File: src/rtl/ysyx_22050612_ifu_pkg.sv
// Shared definitions for the instruction fetch unit.
//   ifu_state_e      : FSM state encoding (3 bits)
//   NOP_INST         : instruction presented when no valid word exists (addi x0,x0,0)
//   DEFAULT_RESET_PC : default PC after reset
//   TIMER_W          : width of the response timeout counter
//   FAULT_CAUSE_W    : reserved width for a future fault-cause field
package ysyx_22050612_ifu_pkg;

    typedef enum logic [2:0] {
        ST_FETCH    = 3'd0,
        ST_WAIT_RSP = 3'd1,
        ST_DELIVER  = 3'd2,
        ST_WAIT_NPC = 3'd3,
        ST_HALTED   = 3'd4
    } ifu_state_e;

    localparam logic [31:0] NOP_INST         = 32'h0000_0013;
    localparam logic [63:0] DEFAULT_RESET_PC = 64'h8000_0000;
    localparam int unsigned TIMER_W          = 16;
    localparam int unsigned FAULT_CAUSE_W    = 2;

endpackage

File: src/rtl/ysyx_22050612_ifu_timer.sv
// Response timeout counter for the fetch unit.
// Counts enabled cycles from a clear and saturates at the limit. 'expired'
// is high during the TIMEOUT-th enabled cycle after a clear, so the owner
// can leave its wait state on exactly that clock edge.
//   clk, rst : clock, asynchronous active-high reset
//   clr      : synchronous clear to zero (wins over en)
//   en       : count this cycle
//   expired  : current enabled cycle is the TIMEOUT-th since clear
module ysyx_22050612_ifu_timer
    import ysyx_22050612_ifu_pkg::*;
#(
    parameter int unsigned TIMEOUT = 255
) (
    input  logic clk,
    input  logic rst,
    input  logic clr,
    input  logic en,
    output logic expired
);

    localparam int unsigned       LIMIT_I = TIMEOUT - 1;
    localparam logic [TIMER_W-1:0] LIMIT  = LIMIT_I[TIMER_W-1:0];

    logic [TIMER_W-1:0] cnt;

    always_ff @(posedge clk or posedge rst) begin
        if (rst) begin
            cnt <= '0;
        end else if (clr) begin
            cnt <= '0;
        end else if (en && (cnt != LIMIT)) begin
            cnt <= cnt + 1'b1;
        end
    end

    // The count holds the number of cycles already spent, so the cycle that
    // completes TIMEOUT waiting cycles is the one where cnt == TIMEOUT-1.
    assign expired = en && (cnt == LIMIT);

endmodule

File: src/rtl/ysyx_22050612_ifu.sv
// Instruction fetch unit.
// Holds the PC, issues one fetch at a time to instruction memory, hands the
// word to execute over valid/ready, then waits for execute to report the
// next PC before fetching again. Misaligned PCs, bus errors and response
// timeouts are delivered as faulted instructions (inst = nop).
//   clk, rst                         : clock, asynchronous active-high reset
//   imem_req_valid/ready/addr        : fetch request channel
//   imem_rsp_valid/data/err          : fetch response (single-cycle pulse)
//   inst_valid/ready, inst, inst_pc,
//   inst_fault                       : instruction handed to execute
//   dnpc_valid, dnpc                 : next PC returned by execute
//   halt                             : stop fetching, sticky until reset
//   fetch_cnt                        : completed instruction handshakes
module ysyx_22050612_ifu
    import ysyx_22050612_ifu_pkg::*;
#(
    parameter logic [63:0] RESET_PC = DEFAULT_RESET_PC,
    parameter int unsigned TIMEOUT  = 255
) (
    input  logic        clk,
    input  logic        rst,
    output logic        imem_req_valid,
    input  logic        imem_req_ready,
    output logic [63:0] imem_req_addr,
    input  logic        imem_rsp_valid,
    input  logic [31:0] imem_rsp_data,
    input  logic        imem_rsp_err,
    output logic        inst_valid,
    input  logic        inst_ready,
    output logic [31:0] inst,
    output logic [63:0] inst_pc,
    output logic        inst_fault,
    input  logic        dnpc_valid,
    input  logic [63:0] dnpc,
    input  logic        halt,
    output logic [63:0] fetch_cnt
);

    ifu_state_e  state, state_n;
    logic [63:0] pc, pc_n;
    logic [31:0] inst_n;
    logic [63:0] inst_pc_n;
    logic        inst_fault_n;
    logic [63:0] fetch_cnt_n;
    logic        halted, halted_n;
    logic        halt_any;
    logic        pc_aligned;
    logic        tmr_clr, tmr_en, tmr_expired;

    ysyx_22050612_ifu_timer #(
        .TIMEOUT (TIMEOUT)
    ) u_timer (
        .clk     (clk),
        .rst     (rst),
        .clr     (tmr_clr),
        .en      (tmr_en),
        .expired (tmr_expired)
    );

    // A halt seen in WAIT_RSP must survive until the outstanding response
    // (or timeout) retires, so it is remembered in 'halted'.
    assign halt_any   = halt || halted;
    assign pc_aligned = (pc[1:0] == 2'b00);

    always_comb begin
        state_n      = state;
        pc_n         = pc;
        inst_n       = inst;
        inst_pc_n    = inst_pc;
        inst_fault_n = inst_fault;
        fetch_cnt_n  = fetch_cnt;
        halted_n     = halted || halt;
        tmr_clr      = 1'b0;
        tmr_en       = 1'b0;

        unique case (state)
            ST_FETCH: begin
                if (!pc_aligned) begin
                    // No bus request for a misaligned PC; deliver a fault.
                    if (halt_any) begin
                        state_n = ST_HALTED;
                    end else begin
                        state_n      = ST_DELIVER;
                        inst_n       = NOP_INST;
                        inst_pc_n    = pc;
                        inst_fault_n = 1'b1;
                    end
                end else if (imem_req_ready) begin
                    // An accepted request always retires through WAIT_RSP,
                    // even if halt arrives in the same cycle.
                    state_n = ST_WAIT_RSP;
                    tmr_clr = 1'b1;
                end else if (halt_any) begin
                    state_n = ST_HALTED;
                end
            end

            ST_WAIT_RSP: begin
                tmr_en = 1'b1;
                if (imem_rsp_valid || tmr_expired) begin
                    if (halt_any) begin
                        state_n = ST_HALTED;
                    end else begin
                        state_n   = ST_DELIVER;
                        inst_pc_n = pc;
                        // A response on the limit cycle beats the timeout.
                        if (imem_rsp_valid) begin
                            inst_n       = imem_rsp_data;
                            inst_fault_n = imem_rsp_err;
                        end else begin
                            inst_n       = NOP_INST;
                            inst_fault_n = 1'b1;
                        end
                    end
                end
            end

            ST_DELIVER: begin
                if (inst_ready) begin
                    fetch_cnt_n = fetch_cnt + 64'd1;
                    state_n     = halt_any ? ST_HALTED : ST_WAIT_NPC;
                end else if (halt_any) begin
                    state_n = ST_HALTED;
                end
            end

            ST_WAIT_NPC: begin
                if (halt_any) begin
                    state_n = ST_HALTED;
                end else if (dnpc_valid) begin
                    pc_n    = dnpc;
                    state_n = ST_FETCH;
                end
            end

            ST_HALTED: begin
                state_n = ST_HALTED;
            end

            default: begin
                state_n = ST_FETCH;
            end
        endcase
    end

    always_ff @(posedge clk or posedge rst) begin
        if (rst) begin
            state      <= ST_FETCH;
            pc         <= RESET_PC;
            inst       <= NOP_INST;
            inst_pc    <= RESET_PC;
            inst_fault <= 1'b0;
            fetch_cnt  <= 64'd0;
            halted     <= 1'b0;
        end else begin
            state      <= state_n;
            pc         <= pc_n;
            inst       <= inst_n;
            inst_pc    <= inst_pc_n;
            inst_fault <= inst_fault_n;
            fetch_cnt  <= fetch_cnt_n;
            halted     <= halted_n;
        end
    end

    assign imem_req_valid = (state == ST_FETCH) && pc_aligned;
    assign imem_req_addr  = pc;
    assign inst_valid     = (state == ST_DELIVER);

endmodule

File: config.mk
export PLATFORM = sky130hd
export DESIGN_NAME = ysyx_22050612_ifu
export DESIGN_NICKNAME = d
export VERILOG_FILES = /design/src/rtl/ysyx_22050612_ifu_pkg.sv /design/src/rtl/ysyx_22050612_ifu_timer.sv /design/src/rtl/ysyx_22050612_ifu.sv
export SDC_FILE = /design/constraint.sdc
export NUM_CORES = 1
export LEC_CHECK = 0
export ABC_CLOCK_PERIOD_IN_PS = 8600
export BUFFER_PORTS_ARGS = -buffer_cell sky130_fd_sc_hd__buf_2
export CORE_MARGIN = 2
export CORE_UTILIZATION = 45
export DETAILED_ROUTE_END_ITERATION = 8
export GPL_ROUTABILITY_DRIVEN = 0
export PLACE_DENSITY = 0.75
export SLEW_MARGIN = 20
export SYNTH_ARGS = -nofsm -noshare
export SYNTH_HDL_FRONTEND = slang
export SYNTH_SLANG_ARGS = --single-unit
File: constraint.sdc
create_clock -name clk -period 8.6 [get_ports clk]
set_input_delay 1.72 -clock clk [delete_from_list [all_inputs] [get_ports clk]]
set_output_delay 1.72 -clock clk [all_outputs]
set_load 0.01 [all_outputs]
## After elaboration in Yosys (flattened, before gate mapping)

Cells that the tools add are included.

| word-level totals | value |
|---|---|
| logic and storage cells | 68 |
| output and inout port bits | 227 |
| register bits | 245 |

| cells by class | value |
|---|---|
| multiplexer cells | 32 |
| add/sub/neg operators | 2 |
| equality and inequality tests | 11 |
| bitwise operators | 1 |
| reductions and logical operators | 14 |

Operator list:

| kind | count |
|---|---|
| 64-bit two-way mux | 3 |
| 32-bit two-way mux | 5 |
| 64-bit case mux with 2 select lines | 1 |
| 64-bit by 1-bit adder with 64-bit output (second input constant) | 1 |
| 32-bit case mux with 2 select lines | 1 |
| 16-bit two-way mux | 2 |
| 3-bit two-way mux | 9 |
| 16-bit by 1-bit adder with 16-bit output (second input constant) | 1 |
| 16-bit by 8-bit == test with 1-bit output (second input constant) | 1 |
| 16-bit by 8-bit != test with 1-bit output (second input constant) | 1 |
| 3-bit case mux with 5 select lines | 1 |
| 1-bit two-way mux | 9 |
| 2-bit != test (second input constant) | 4 |
| 3-bit by 2-bit == test with 1-bit output (second input constant) | 2 |
| 3-bit AND reduction | 2 |
| 5-bit AND reduction | 1 |
| 2-bit AND reduction | 2 |
| 2-bit nonzero test | 2 |
| 3-bit by 1-bit == test with 1-bit output (second input constant) | 1 |
| 3-bit == test (second input constant) | 1 |
| 1-bit logical AND | 3 |
| 3-bit zero test | 1 |
| 3-bit != test (second input constant) | 1 |
| 2-bit zero test | 1 |
| other kinds (3) | 4 |

## Logic depth before layout (Yosys ltp)

Gate-level depths: netlist of the first run.

| logic depth | value |
|---|---|
| depth after elaboration | 6 |
| depth in mapped cells | 9 |

## By module

From an unflattened synthesis of the first run, not the netlist that was laid out.

| second synthesis, totals | value |
|---|---|
| cells, all modules | 819 |
| area, all modules | 10162.2 um2 |

Modules (own cells, without submodules):

| module | seq. area each (um2) | instances | area each (um2) | cells each |
|---|---|---|---|---|
| ysyx_22050612_ifu | 5736.8 | 1 | 9176.3 | 716 |
| ysyx_22050612_ifu_timer | 400.4 | 1 | 985.9 | 103 |

## Worst setup path after synthesis of the first run

OpenSTA, ideal clock, no wires.

| timing | value |
|---|---|
| path type | input to register |
| start | input port halt |
| end | register pc[0], in the netlist imem_req_addr[0] |
| slack | 5.231 ns |
| setup time | 0.125 ns |
| arrival time | 3.244 ns |
| required time | 8.475 ns |
| stages on the path | 6 |
| cells stage by stage | or2_2 > nor2_1 > and4_1 > clkbuf_1 > buf_2 > mux2_2 |

| between the ends | value |
|---|---|
| word-level cells in the longest chain between the ends | 3 |

Ends and longest elaborated chain:

| item | line | source |
|---|---|---|
| start, declared | ysyx_22050612_ifu.sv:35 | `input logic halt,` |
| 1-bit logical OR | ysyx_22050612_ifu.sv:62 | `assign halt_any = halt \|\| halted;` |
| 1-bit NOT (no line) | - |  |
| 3-bit AND reduction (no line) | - |  |
| end signal, assigned | ysyx_22050612_ifu.sv:157 | `pc <= pc_n;` |
| end, declared | ysyx_22050612_ifu.sv:40 | `logic [63:0] pc, pc_n;` |

No other way between the ends.
A chain may end at the register's enable or synchronous reset.

## Worst setup path after layout of the first run

| timing | value |
|---|---|
| start | register state[0] |
| end | output port imem_req_valid |

| between the ends | value |
|---|---|
| word-level cells in the longest chain between the ends | 2 |

Ends and longest elaborated chain:

| item | line | source |
|---|---|---|
| start, declared | ysyx_22050612_ifu.sv:39 | `ifu_state_e state, state_n;` |
| start signal, assigned | ysyx_22050612_ifu.sv:156 | `state <= state_n;` |
| 3-bit zero test | ysyx_22050612_ifu.sv:166 | `assign imem_req_valid = (state == ST_FETCH) && pc_aligned;` |
| 1-bit logical AND | ysyx_22050612_ifu.sv:166 |  |
| end, declared | ysyx_22050612_ifu.sv:22 | `output logic imem_req_valid,` |

No other way between the ends.

==> results of run 1 <==
synth_stat cells (all sizes together), types with 2 or more instances:
library cell / number / area [um2]
or2: 2 / 12.5
a22o: 2 / 17.5
xnor2: 46 / 403
or3: 3 / 18.8
nor2b: 2 / 12.5
nand3: 26 / 130
nor3b: 4 / 30.0
and3: 9 / 56.3
clkbuf: 20 / 75.1
nand2: 92 / 345
and4: 8 / 70.1
nand4: 22 / 144
buf: 15 / 119
mux2: 127 / 1630
xor2: 29 / 254
nand2b: 3 / 18.8
and2: 2 / 12.5
inv: 15 / 56.3
nor4: 14 / 103
ha: 3 / 37.5
o21ai: 37 / 189
dfstp: 5 / 131
or4: 4 / 33.8
nor2: 41 / 154
a21oi: 4 / 20.0
dfrtp: 240 / 6010
nor3: 21 / 105
stage by stage:
step / setup WS [ns] / instance area, um2 / total power (uW) / utilization (%) / hold slack (ns)
after CTS: 5.04 / 13000 / 2450 / 57.8 / 0.473
after global placement: 4.71 / 12100 / 1320 / 53.9 / 0.452
after global routing: 4.99 / 13000 / 2520 / 57.8 / 0.487
after detailed placement: 4.70 / 12100 / 1320 / 53.9 / 0.462
after floorplan: 0.158 / 10300 / 1270 / - / 0.453
final: 5.06 / 13000 / 2430 / 57.8 / 0.469
final cells by class:
| class | instances | area [um2] |
|---|---|---|
| clock buffers | 36 | 758 |
| clock inverters | 11 | 123 |
| fillers | 1843 | 9490 |
| inverters | 15 | 63.8 |
| multi-input cells | 510 | 3890 |
| flip-flops and latches | 245 | 6140 |
| well taps | 285 | 357 |
| repair buffers | 335 | 1690 |
sequential cells by signal, indices dropped and copies added, names as in the netlist:
| register | flops |
|---|---|
| fetch_cnt | 64 |
| inst_fault | 1 |
| state | 3 |
| inst | 32 |
| halted | 1 |
| inst_pc | 64 |
| imem_req_addr | 64 |
| u_timer.cnt | 16 |
critical path, stage by stage (launching register included):
cell and delay, ns:
dfrtp_1 0.50, or4_1 0.54, nor2_1 0.11, buf_2 0.16
worst paths after layout:
kind | endpoint | from | slack (ns) | cells past startpoint
min | fetch_cnt[63] | fetch_cnt[63] | 0.47 | 1
min in group asynchronous | fetch_cnt[15] | rst | 1.36 | 2
max reg2reg | inst_pc[23] | u_timer.cnt[8] | 5.70 | 6
max in group asynchronous | inst_pc[23] | rst | 5.75 | 3
max | imem_req_valid | state[0] | 5.06 | 3
min reg2reg | fetch_cnt[63] | fetch_cnt[63] | 0.47 | 1
per-layer routing:
layer / track usage (%) / vias to the layer above
met2: 32.6 / 258
met3: 5.26 / 52
met1: 25.9 / 3674
met4: 6.57 / 0
li1: - / 3430
met5: 0 / -
power breakdown:
part	switching, uW	total [uW]	internal, uW
registers	16.5	1180	1160
clock network	457	1130	676
logic	68.3	113	44.8
total	542	2430	1890
cells by family after synthesis:
kind of cell	Yosys count	share of synthesized area (%)
buffers and inverters	50	2.44
DFF	245	59.8
AOI/OAI and AO/OA	47	2.53
and+or+nand+nor	257	12.6
adders and majority gates	3	0.366
muxes	128	15.9
xor gates and xnor gates	75	6.40
==> flow_metrics.py, run 1 <==
metrics = {
    "timing": {
        "clock_skew_ns": 0.0192,
        "period_share_pct": 41.2,
        "drv_slew": 0,
        "tightestPinTransition_ns": 1.01,
        "timing_hold_violations_final": 0,
        "setup_viol": 0,
        "min_period_ns": 3.54,
        "tns_ns": 0,
        "maxSlewHeadroom_pct": 32.9,
        "fmax_mhz": 283,
        "rsz0062_at_grt": "false",
    },
    "grt": {
        "grt_pass1_wl_um": 39200,
        "overflow": 0,
        "grt_pass1_vias": 7413,
        "grt_max_degree": 114,
        "antenna_found_initial": 0,
        "grtUsageTotal_pct": 19.9,
    },
    "final_layout": {
        "fin_cells": 1437,
        "area_growth_pct": 26.8,
        "final_common_cell": "buf_2",
        "diodes": 0,
        "drive_gt1_share_pct": 45.2,
        "final_cell_mix": "330 x buf_2, 240 x dfrtp_1, 92 x nand2_1",
        "fin_nets": 1240,
    },
    "drt": {
        "vias": 7414,
        "drt_pass1_iterations": 4,
        "wl_met3_um": 1860,
        "m1WireLength_um": 10300,
        "wl_um": 24300,
        "drc": 0,
        "met2_length_um": 11400,
        "highest_layer": "met4",
        "wl_per_cell_um": 16.9,
        "drt-initial-drc-count": 440,
        "antenna_left": 0,
        "viasPerCell": 5.16,
    },
    "yosys": {
        "synth_area_um2": 10300,
        "yosysSeqAreaShare_pct": 59.8,
        "yosysUniqueCellTypes": 43,
        "synth_edf_count": 0,
        "syn_nets": 912,
        "syn_inst": 805,
        "synth_flop_cell": "dfrtp_1",
        "ys_seq_elements": 245,
        "yosys_warnings": 0,
        "postSynthAreaPerCell_um2": 12.8,
        "synth-async-reset-ratio_pct": 100,
    },
    "floorplanning": {
        "initial_utilization_pct": 45.6,
        "ios": 331,
        "coreArea_um2": 22500,
        "die_y_um": 155,
        "core.rowCount": 55,
        "dieArea_um2": 24000,
        "die_x_um": 155,
    },
    "pwr": {
        "ir_drop_v": 0.000133,
        "p_leak_uw": 0.00719,
        "power_density_nw_per_um2": 186,
    },
    "status": {
        "status": "finished, final reports clean",
    },
    "cts": {
        "clk_pin_slew_ns": 0.06,
        "numClockSinks": 245,
        "post_cts_resized": 0,
        "cts.hold.buffers_added": 0,
        "h-tree-depth": 1,
        "cts.path.max_buffers": 3,
        "post_cts_buffers": 0,
        "tritoncts": "built",
        "clockRootBuffer": "clkbuf_16",
        "worstSkewPairLatency_ns": 0.53,
        "cts_buffers": 26,
    },
    "worst_setup_path": {
        "critPathCaptureType": "primary output",
        "critPathLaunchType": "flip-flop",
        "crit_type": "flip-flop to primary output",
        "crit_arrival_ns": 1.82,
        "cp.required_ns": 6.88,
        "crit_fanout": 12,
    },
    "placed_design": {
        "dp.final_hpwl_um": 17200,
        "dp.cells": 1390,
        "numPortBuffers": 330,
    },
    "run": {
        "maxCapViolations": 0,
    },
    "worst_hold_path": {
        "min_path_type": "flip-flop to flip-flop",
    },
}
Power figures use the tool's default switching activity.
==> run 2, diff against run 1 <==
ABC_AREA = 1   (was not set)
ABC_CLOCK_PERIOD_IN_PS = 2900   (was 8600)
PLACE_DENSITY = 0.73   (was 0.75)
clock period = 2.9 ns   (was 8.6 ns; I/O delays follow)
==> run 2 against run 1 <==
  * Largest power group is now the clock network
  * Critical endpoint is now inst_pc[24]
  * Via count grew 43%
  * Critical path depth grew 7
  * Non-clock buffer count grew 15
  * Routed wire length grew 40%
  * Clock skew grew 0.0086 ns
  * Design area grew 12%
  * Die area grew 12%
  * Sequential cell count is the same
  * Final cell count grew 38%
==> flow_metrics.py, run 2 <==
metrics = {
    "yosys": {
        "synth_compound_area_share_pct": 1.25,
        "yosys.area.top_type": "dfrtp_1",
        "synth_flop_cell": "dfrtp_1",
        "synth_top_cell_area_share_pct": 52.1,
        "synthTopCellsByCount": "423 x nand2_1, 240 x dfrtp_1, 126 x nand4_1, 125 x nor2_1, 80 x inv_1",
        "ys_seq_elements": 245,
        "synth.area.top_cells": "dfrtp_1 52%, nand2_1 14%, nand4_1 6.8%",
        "synth_edf_count": 0,
        "postSynthAreaPerCell_um2": 8.80,
        "synth_top_family_by_area": "simple AND/OR/NAND/NOR gates",
        "synth-async-reset-ratio_pct": 100,
        "yosysSeqAreaShare_pct": 53.2,
        "syn_inst": 1310,
        "synth_xor_area_share_pct": 3.72,
        "yosysUniqueCellTypes": 37,
        "muxShareOfSynthArea_pct": 6.25,
        "yosys_warnings": 0,
        "synth_area_um2": 11500,
        "synthSimpleGateAreaFrac_pct": 30.2,
        "synth_most_common_cell": "nand2_1",
        "syn_nets": 1417,
        "synthAdderAreaFrac_pct": 0.325,
    },
    "cts": {
        "clk_pin_slew_ns": 0.06,
        "cts.path.max_buffers": 3,
        "worstSkewPairLatency_ns": 0.55,
        "cts_buffers": 28,
        "h-tree-depth": 1,
        "cts.hold.buffers_added": 0,
        "post_cts_buffers": 0,
        "numClockSinks": 245,
        "tritoncts": "built",
        "clockRootBuffer": "clkbuf_16",
        "post_cts_resized": 0,
    },
    "grt": {
        "overflow": 0,
        "grt_pass1_wl_um": 53200,
        "antenna_found_initial": 3,
        "grt_max_degree": 98,
        "grtUsageTotal_pct": 24.7,
        "grt_pass1_vias": 10000,
    },
    "worst_setup_path": {
        "cp_common_cell": "nand2_1",
        "critical_path.cell_chain": "inv_1, ha_1, nand3_1, nor3_1, nand2_1, nand3_4, nand3_4, buf_4, nand2_1, nand2_1",
        "cp_slowest_stage_delay_ns": 0.77,
        "crit_type": "flip-flop to flip-flop",
        "crit_arrival_ns": 2.77,
        "critPathLaunchType": "flip-flop",
        "critPathCaptureType": "flip-flop",
        "crit_buf_inv": 2,
        "slowest_stage": "buf_4",
        "cp.required_ns": 3.39,
        "cp_top_family": "buffers and inverters",
        "crit_fanout": 97,
    },
    "timing": {
        "setup_viol": 0,
        "clock_skew_ns": 0.0278,
        "period_share_pct": 78.8,
        "min_period_ns": 2.29,
        "rsz0062_at_grt": "false",
        "drv_slew": 0,
        "fmax_mhz": 437,
        "maxSlewHeadroom_pct": 31.1,
        "timing_hold_violations_final": 0,
        "tns_ns": 0,
        "tightestPinTransition_ns": 1.03,
    },
    "run": {
        "maxCapViolations": 0,
    },
    "final_layout": {
        "post-route-util_pct": 57.7,
        "fin_nets": 1739,
        "final_common_cell": "nand2_1",
        "drive_gt1_share_pct": 29.1,
        "final_cell_mix": "423 x nand2_1, 330 x buf_2, 240 x dfrtp_1",
        "area_growth_pct": 26.1,
        "final_cell_area_um2": 14500,
    },
    "drt": {
        "drt_pass1_iterations": 6,
        "wl_per_cell_um": 17.2,
        "viasPerCell": 5.33,
        "antenna_left": 0,
        "vias": 10600,
        "wl_um": 34200,
        "drt-initial-drc-count": 1038,
        "drc": 0,
    },
    "floorplanning": {
        "dieArea_um2": 26900,
        "die_y_um": 164,
        "ios": 331,
        "initial_utilization_pct": 45.8,
        "die_x_um": 164,
        "coreArea_um2": 25200,
        "core.rowCount": 58,
    },
    "pwr": {
        "ir_drop_v": 0.000413,
        "p_int_uw": 5620,
        "swShare_pct": 21.6,
        "power_density_nw_per_um2": 493,
        "p_sw_uw": 1550,
        "clkPwrFrac_pct": 49.8,
        "p_seq_share_pct": 47.7,
        "p_comb_share_pct": 2.5,
        "p_leak_uw": 0.00805,
    },
    "placed_design": {
        "numPortBuffers": 330,
        "dp.final_hpwl_um": 24700,
        "dpl_cell_area_um2": 13600,
    },
    "worst_hold_path": {
        "min_path_type": "input pin to async pin",
    },
    "status": {
        "status": "finished, final reports clean",
    },
}
-- run 2: cell count changes after synthesis, sizes merged, moves of 12 or more --
| cell | delta |
|---|---|
| o21ai | -20 |
| nand4 | +106 |
| buf | +21 |
| nor4 | -12 |
| xnor2 | -25 |
| inv | +69 |
| nor2 | +90 |
| nand3 | +27 |
| nand2 | +331 |
| mux2 | -63 |
-- run 2: layout make-up --
type                    count  area, um2
clock inverters            14        148
multi-input cells         923       4830
fillers                  2255      10600
repair buffers            350       1880
clock buffers              38        808
flip-flops and latches    245       6140
diodes                      3       7.51
inverters                  84        319
well taps                 330        413
-- run 2: per-stage QoR --
stage	worst slack, ns	hold slack [ns]	cells	power (uW)
after floorplan	-0.894	0.449	1310	3550
after global placement	0.615	0.450	1932	3670
after detailed placement	0.574	0.453	1932	3670
after CTS	0.582	0.0434	1984	7240
after global routing	0.422	0.0504	1987	7400
final	0.614	0.0488	1987	7170
-- run 2: metal layers --
| layer | up-vias | part of all wire (%) | wire length [um] | track usage (%) |
|---|---|---|---|---|
| li1 | 4970 | - | - | - |
| met1 | 5076 | 40 | 13700 | 31.8 |
| met2 | 446 | 48 | 16500 | 41.1 |
| met3 | 91 | 8.0 | 2730 | 4.80 |
| met4 | 0 | 3.8 | 1300 | 9.45 |
| met5 | - | 0 | 0 | 0 |
-- run 2: power groups by stage --
stage / Sequential, uW / Clock (uW) / Combinational (uW)
2_1_floorplan: 3480 / 0 / 67.1
3_3_place_gp: 3480 / 0 / 183
3_5_place_dp: 3480 / 0 / 185
4_1_cts: 3420 / 3630 / 186
5_1_grt: 3420 / 3780 / 205
6_report: 3420 / 3570 / 180
-- run 2: final timing paths --
path	startpoint	slack (ns)	end	cells after the start
max in group asynchronous	rst	1.96	fetch_cnt[18]	4
setup / recovery	u_timer.cnt[0]	0.61	inst_pc[24]	10
min in group clk	dnpc[50]	0.24	imem_req_addr[50]	2
hold / removal	rst	0.05	imem_req_addr[38]	2
setup reg to reg	u_timer.cnt[0]	0.61	inst_pc[24]	10
hold reg to reg	inst_pc[48]	0.46	inst_pc[48]	2
-- run 2: cell families after synthesis --
kind of cell | Yosys count
AO/OA/AOI/OAI | 26
XOR/XNOR | 49
adder cells (fa/ha/maj) | 3
buffers and inverters | 142
flip-flops | 245
multiplexers | 64
AND/OR/NAND/NOR | 781
==> run 3, diff against run 2 <==
ABC_CLOCK_PERIOD_IN_PS = 2300   (was 2900)
PLACE_DENSITY = 0.71   (was 0.73)
clock period = 2.3 ns   (was 2.9 ns; I/O delays follow)
==> run 3 against run 2 <==
  * Critical path depth decreased by 6
  * Clock-buffer cell count rose by 1
  * Non-clock buffer count increased by 8
  * Via count is 0.72% higher
  * Total power grew 28%
  * Hold slack better by 0.051 ns
  * Design area is 1.0% higher
  * Sequential cell count did not move
  * Critical endpoint is now imem_req_valid
  * Utilization grew 0.60 points
==> flow_metrics.py, run 3 (synthesized netlist as in run 2, its figures left out) <==
metrics = {
    "floorplanning": {
        "core.rowCount": 58,
        "die_x_um": 164,
        "dieArea_um2": 26900,
        "die_y_um": 164,
        "coreArea_um2": 25200,
        "initial_utilization_pct": 45.8,
        "ios": 331,
    },
    "cts": {
        "cts_buffers": 27,
        "clk_pin_slew_ns": 0.06,
        "cts.hold.buffers_added": 0,
        "numClockSinks": 245,
        "clockRootBuffer": "clkbuf_16",
        "cts.path.max_buffers": 3,
        "h-tree-depth": 1,
        "worstSkewPairLatency_ns": 0.53,
        "tritoncts": "built",
    },
    "final_layout": {
        "regArea_um2": 6140,
        "final_common_cell": "nand2_1",
        "final_cell_mix": "423 x nand2_1, 330 x buf_2, 240 x dfrtp_1",
        "multi_input_area_um2": 4830,
        "fill_cells": 2242,
        "fin_nets": 1746,
        "drive_gt1_share_pct": 29.3,
        "area_growth_pct": 27.4,
    },
    "timing": {
        "fmax_mhz": 474,
        "min_period_ns": 2.11,
        "timing_hold_violations_final": 0,
        "rsz0062_at_grt": "false",
        "clock_skew_ns": 0.00874,
        "period_share_pct": 91.7,
        "tightestPinTransition_ns": 0.512,
        "drv_slew": 0,
        "maxSlewHeadroom_pct": 65.6,
        "setup_viol": 0,
        "fin_ws_ns": 0.192,
    },
    "placed_design": {
        "numPortBuffers": 330,
        "dp.final_hpwl_um": 24600,
        "dp_slack_ns": 0.141,
    },
    "drt": {
        "vias": 10700,
        "viasPerCell": 5.35,
        "wl_um": 34200,
        "wl_per_cell_um": 17.2,
        "antenna_left": 0,
        "drt_pass1_iterations": 7,
        "drt-initial-drc-count": 1104,
        "drc": 0,
    },
    "grt": {
        "grt_pass1_wl_um": 53000,
        "grt_max_degree": 98,
        "antenna_found_initial": 2,
        "busiest_layer": "met2",
        "grtUsageTotal_pct": 24.5,
        "overflow": 0,
        "grt_pass1_vias": 10100,
        "use_met1_pct": 31.9,
        "use_met2_pct": 40.9,
        "met3_usage_pct": 4.32,
    },
    "worst_setup_path": {
        "crit_type": "flip-flop to primary output",
        "cp.required_ns": 1.84,
        "crit_arrival_ns": 1.65,
        "slowest_stage": "dfrtp_1",
        "critPathCaptureType": "primary output",
        "cp_slowest_stage_delay_ns": 0.49,
        "critical_path.cell_chain": "nor2_1, nand2_1, nor2_2, buf_2",
        "crit_fanout": 7,
        "critPathLaunchType": "flip-flop",
    },
    "pwr": {
        "power_density_nw_per_um2": 627,
        "power.total_uw": 9220,
        "p_leak_uw": 0.00814,
        "ir_drop_v": 0.000489,
    },
    "run": {
        "maxCapViolations": 0,
    },
    "worst_hold_path": {
        "min_path_type": "input pin to async pin",
    },
    "status": {
        "status": "finished, final reports clean",
    },
}
-- run 3: worst paths after layout --
check,from,end,slack (ns),cells past startpoint
setup / recovery,state[1],imem_req_valid,0.19,4
hold / removal,rst,fetch_cnt[55],0.1,3
setup reg to reg,state[2],fetch_cnt[45],0.26,7
hold reg to reg,inst_pc[41],inst_pc[41],0.46,2
max in group asynchronous,rst,imem_req_addr[31],1.69,3
min in group clk,dnpc[44],imem_req_addr[44],0.15,2
-- run 3: through the flow --
step	util, %	instances	setup TNS [ns]	cell area, um2	hold WS, ns
after floorplan	-	1310	-332.34	11500	0.449
after global placement	54.3	1938	0	13700	0.447
after detailed placement	54.3	1938	0	13700	0.453
after CTS	58.2	1988	0	14700	0.0988
after global routing	58.3	1990	0	14700	0.113
final	58.3	1991	0	14700	0.0994
-- run 3: cell type report --
type | count | area share (%)
inverter | 84 | 2.17
clock buffer | 39 | 5.38
clock inverter | 11 | 1.25
sequential | 245 | 41.8
antenna | 1 | 0.0170
multi-input combinational | 923 | 32.9
tap | 330 | 2.81
timing repair buffer | 358 | 13.7
-- run 3: power breakdown --
group / switching (uW) / internal (uW)
registers: 0.619 / 4310
clock network: 1740 / 2940
logic: 139 / 88.2
total: 1880 / 7340
-- run 3: layer usage --
layer,vias to the layer above,share of wire [%]
met3,79,6.8
met4,2,3.7
met1,5191,41
met5,-,0.038
met2,402,48
li1,4985,-
-- run 3: timing repair --
action                                  CTS  global route
gates resized for setup                   0             1
endpoints found under the setup margin    0             3
setup buffers                             0             2
-- run 3: worst max-delay path: cells and delay by family (launching register included) --
family	cells	cell delay [ns]
flip-flops	1	0.49
AND/OR/NAND/NOR	3	0.47
buffers and inverters	1	0.17
